## src/rtl/fetch_unit.sv

```systemverilog
// Instruction-fetch stage: owns PC_F, issues imem requests, loads the IF/ID register and
// redirects fetch for branches/jumps after one delay slot.
module fetch_unit #(
    parameter logic [31:0] RESET_PC = 32'h0000_3000
) (
    input  logic        clk,
    input  logic        rst_n,
    input  logic        Stall,
    input  logic        Br,
    input  logic [15:0] Imm16,
    input  logic        JType,
    input  logic [25:0] JTarget,
    input  logic        JrType,
    input  logic [31:0] JrAddr,
    output logic        imem_req,
    output logic [31:0] imem_addr,
    input  logic [31:0] imem_rdata,
    input  logic        imem_ack,
    output logic [31:0] IR_D,
    output logic [31:0] PC4_D,
    output logic        Valid_D
);

    typedef enum logic {FETCH = 1'b0, FULL = 1'b1} state_t;

    state_t      state, state_nxt;
    logic [31:0] PC_F;
    logic [31:0] buf_ir;
    logic        redir_pend;
    logic [31:0] redir_pc;

    logic        redir, br_leave, load, bubble, capture;
    logic [31:0] target, next_pc, load_ir, pc_f4;

    assign pc_f4    = PC_F + 32'd4;
    assign redir    = Valid_D & (JrType | JType | Br);
    assign br_leave = redir & ~Stall;

    always_comb begin
        target = PC4_D + {{14{Imm16[15]}}, Imm16, 2'b00};
        if (JrType)     target = {JrAddr[31:2], 2'b00};
        else if (JType) target = {PC4_D[31:28], JTarget, 2'b00};
    end

    assign load    = ~Stall & ((state == FULL) | ((state == FETCH) & imem_ack));
    assign bubble  = ~Stall & (state == FETCH) & ~imem_ack;
    assign capture = Stall & (state == FETCH) & imem_ack;
    assign load_ir = (state == FULL) ? buf_ir : imem_rdata;

    always_comb begin
        next_pc = pc_f4;
        if (br_leave)        next_pc = target;
        else if (redir_pend) next_pc = redir_pc;
    end

    // State register
    always_ff @(posedge clk or negedge rst_n) begin
        if (!rst_n) state <= FETCH;
        else        state <= state_nxt;
    end

    // Next-state logic
    always_comb begin
        state_nxt = state;
        case (state)
            FETCH: if (imem_ack && Stall) state_nxt = FULL;
            FULL:  if (!Stall)            state_nxt = FETCH;
            default:                      state_nxt = FETCH;
        endcase
    end

    // Outputs; request is suppressed during reset so a late ack cannot be taken
    always_comb begin
        imem_req  = rst_n & (state == FETCH);
        imem_addr = PC_F;
    end

    always_ff @(posedge clk or negedge rst_n) begin
        if (!rst_n) begin
            PC_F       <= RESET_PC;
            buf_ir     <= '0;
            redir_pend <= 1'b0;
            redir_pc   <= '0;
            IR_D       <= '0;
            PC4_D      <= '0;
            Valid_D    <= 1'b0;
        end else begin
            if (capture) buf_ir <= imem_rdata;
            if (load) begin
                IR_D    <= load_ir;
                PC4_D   <= pc_f4;
                Valid_D <= 1'b1;
                PC_F    <= next_pc;
            end else if (bubble) begin
                IR_D    <= '0;
                Valid_D <= 1'b0;
            end
            // Branch left ID before its delay slot arrived: remember where to go after it
            if (br_leave && !load) begin
                redir_pend <= 1'b1;
                redir_pc   <= target;
            end else if (load) begin
                redir_pend <= 1'b0;
            end
        end
    end

endmodule

```

## config.mk

```make
export PLATFORM = sky130hd
export DESIGN_NAME = fetch_unit
export DESIGN_NICKNAME = d
export VERILOG_FILES = /design/src/rtl/fetch_unit.sv
export SDC_FILE = /design/constraint.sdc
export NUM_CORES = 1
export LEC_CHECK = 0
export ABC_AREA = 1
export BUFFER_PORTS_ARGS = -buffer_cell sky130_fd_sc_hd__buf_2
export CAP_MARGIN = 20
export CORE_ASPECT_RATIO = 1.75
export CORE_MARGIN = 1
export CORE_UTILIZATION = 35
export DETAILED_ROUTE_END_ITERATION = 8
export PLACE_DENSITY = 0.66
export SYNTH_ARGS = -nofsm -noshare
export SYNTH_HDL_FRONTEND = slang
export SYNTH_SLANG_ARGS = --single-unit
export TNS_END_PERCENT = 100
```

## constraint.sdc

```tcl
create_clock -name clk -period 2.05 [get_ports clk]
set_input_delay 0.205 -clock clk [delete_from_list [all_inputs] [get_ports clk]]
set_output_delay 0.205 -clock clk [all_outputs]
set_load 0.01 [all_outputs]
```

==> flow_summary.toml <==
[run_status]
status = "finished with violations"
failed_checks = "setup timing"

[setup_path]
path_buf_inv = 3
max_stage_delay_ps = 410
crit_top_cell = "nand3_2"
worstPathMaxFanout = 3
worstSetupPathType = "reg -> reg"
crit_family = "buffers and inverters"
cp.depth = 12
arrival_ps = 2430
end_kind = "register"
crit_chain = "ha_4, buf_4, nand3_1, nand3_2, buf_4, nand3_2, nand3_2, buf_6, xor2_1, o21bai_1, nand3_1, o21a_1"
r2r_cells = 12
required_ps = 2390
critPathLaunchType = "register"
cpMaxStageDelayCell = "dfrtp_1"

[synthesis]
netlist-cell-type-count = 37
yosys_warnings = 0
syn-num-nets = 1687
synth-edff-count = 0
synth.avg_cell_area_sq_um = 6.805
synthFlopType = "dfrtp_1"
ys_ff_latch = 163
synth-seq-area-share_pct = 38.87
synth_cells = 1543
synth.cell_area_sq_mm = 0.01050
async_reset_ff_share_pct = 100.0

[sta]
maxSlewViolCount = 0
rsz0062_at_grt = "yes"
setup_ws_ps = -35.67
post-route-period-util_pct = 101.7
tns_ps = -190.6
relSlewSlack_pct = 53.64
setup_viol = 13
timing.hold.ws_ps = 34.28
finalCriticalPeriod_ps = 2086
finalClockSkew_ps = 7.926
finalHoldViolations = 0
fmax_mhz = 479.5
tightestPinTransition_ps = 695.3

[clock_network]
cts_tree = "yes"
clock-sinks = 163
clock_path_buffers = 2
clk_latency_ps = 450
cts_buffers = 17
cts.clk_slew.worst_paths_ps = 70
htree_levels = 4
root_buffer = "clkbuf_16"

[grt]
grt_pass1_vias = 11281
grt_use_total_pct = 25.35
grt_pass1_wl_mm = 58.91
antenna_found_initial = 1
grt_start_max_net_pins = 71
gr-total-overflow = 0

[finish]
mostFrequentLayoutCell = "nand2_1"
drive_above_1_share_pct = 32.00
fin_cells = 2252
area_growth_pct = 40.29
design_area_sq_mm = 0.01473
fin_nets = 2000
layout_common_cells = "nand2_1, buf_2, dfrtp_1"

[routing]
wl_mm = 39.25
final_antenna_net_count = 0
first_pass_iters = 5
via_per_inst = 5.114
drc = 0
wl_per_cell_um = 17.43
vias = 11517
dr.first_iter.drc_count = 604

[hold_path]
worstHoldPathCells = 3
min_path_type = "in -> reg"

[die]
fp.dieH_um = 231.1
die_w_um = 132.9
start_util_pct = 35.73
fp.dieArea_sq_mm = 0.03072
rows = 83
io_pins = 211
core_area_sq_mm = 0.02939

[pwr]
power_leakage_nw = 7.814
peakVddDrop_uv = 611.2
cellPowerDensity_mw_per_mm2 = 1024

[placed_design]
gp_congestion = 0.9386
portBuffers = 208
placed_cell_area_sq_mm = 0.01284
dpl.cell_count = 2196
dpl_worst_slack_ps = -195.2
hpwl_mm = 28.80

[run]
maxCapViolCount = 0
stage by stage:
| stage | util, % | total power, W |
|---|---|---|
| floorplan | - | 0.007748 |
| global placement | 43.69 | 0.01042 |
| detailed placement | 43.69 | 0.01051 |
| CTS | 47.14 | 0.01408 |
| global route | 50.11 | 0.01603 |
| finish | 50.12 | 0.01509 |
power by group:
group          total, W  internal, W  switching (W)  leakage (nW)
registers       0.00465      0.00396       0.000682          2.05
logic           0.00731      0.00323        0.00408          5.50
clock network   0.00313      0.00176        0.00137         0.265
cells by family after synthesis:
logic type / Yosys count / synth area share, %
xor+xnor: 38 / 3.170
buf+inv: 238 / 8.913
fa+ha+maj: 31 / 3.765
compound gates: 255 / 14.00
simple gates: 818 / 31.28
flops: 163 / 38.87
tightest hold or removal path: stages:
cell and delay (ps):
buf_2 90, inv_1 50, o21ai_0 80
cell usage after synthesis (2+ instances only):
master | n | area (sq um)
o211ai_1 | 3 | 22.52
inv_1 | 168 | 630.6
and2_1 | 3 | 18.77
nand2_1 | 613 | 2301
o21ai_0 | 155 | 775.7
dfstp_2 | 2 | 52.55
nor3_2 | 4 | 40.04
a31oi_1 | 4 | 25.02
a22o_1 | 32 | 280.3
clkbuf_1 | 43 | 161.4
nor2_1 | 83 | 311.6
nand3_1 | 87 | 435.4
nand4_1 | 5 | 31.28
buf_2 | 16 | 80.08
o21ai_1 | 5 | 25.02
xor2_1 | 25 | 219.0
nor2_4 | 3 | 33.78
inv_2 | 4 | 15.01
a21o_1 | 2 | 15.01
buf_4 | 4 | 30.03
ha_1 | 30 | 375.4
a21oi_1 | 36 | 180.2
o21bai_1 | 4 | 30.03
dfrtp_1 | 161 | 4029
xnor2_1 | 13 | 113.9
nor3_1 | 16 | 80.08
o21a_1 | 12 | 90.09
registers in the layout, indices dropped and copies added, names as in the netlist:
register and flops:
Valid_D 1, IR_D 32, buf_ir 32, imem_addr 32, state 1, PC4_D 32, redir_pc 32, redir_pend 1
routing by layer:
layer	track usage [%]	wire [um]
met3	3.762	1933
met4	16.77	2573
met1	26.45	14460
met5	0	0
met2	46.63	20280
layout make-up:
| cell class | count | area (sq um) |
|---|---|---|
| Fill cell | 2852 | 14660 |
| Inverter | 173 | 649.4 |
| Antenna cell | 1 | 2.502 |
| Timing Repair Buffer | 359 | 2385 |
| Sequential cell | 163 | 4083 |
| Clock buffer | 23 | 478.0 |
| Tap cell | 382 | 478.0 |
| Multi-Input combinational cell | 1142 | 6575 |
| Clock inverter | 9 | 80.08 |
what timing repair did:
item | 4_1_cts | 5_1_grt
setup buffers | 2 | 11
pin swaps | 19 | 66
hold buffers | 10 | 0
gates resized for setup | 69 | 207
endpoints found under the hold margin | 46 | 0
endpoints found under the setup margin | 48 | 54
path summary, 6_finish.rpt:
kind                                      from             to  slack [ps]
worst max-delay path                  PC4_D[2]   redir_pc[13]         -40
worst min-delay path            imem_rdata[25]     buf_ir[25]          30
worst max register to register        PC4_D[2]   redir_pc[13]         -40
worst min register to register    redir_pc[11]   redir_pc[11]         480
max in group asynchronous                rst_n  imem_addr[13]         990
min in group asynchronous                rst_n   redir_pc[21]         300
Note: power is estimated with default switching activity, not from simulation.
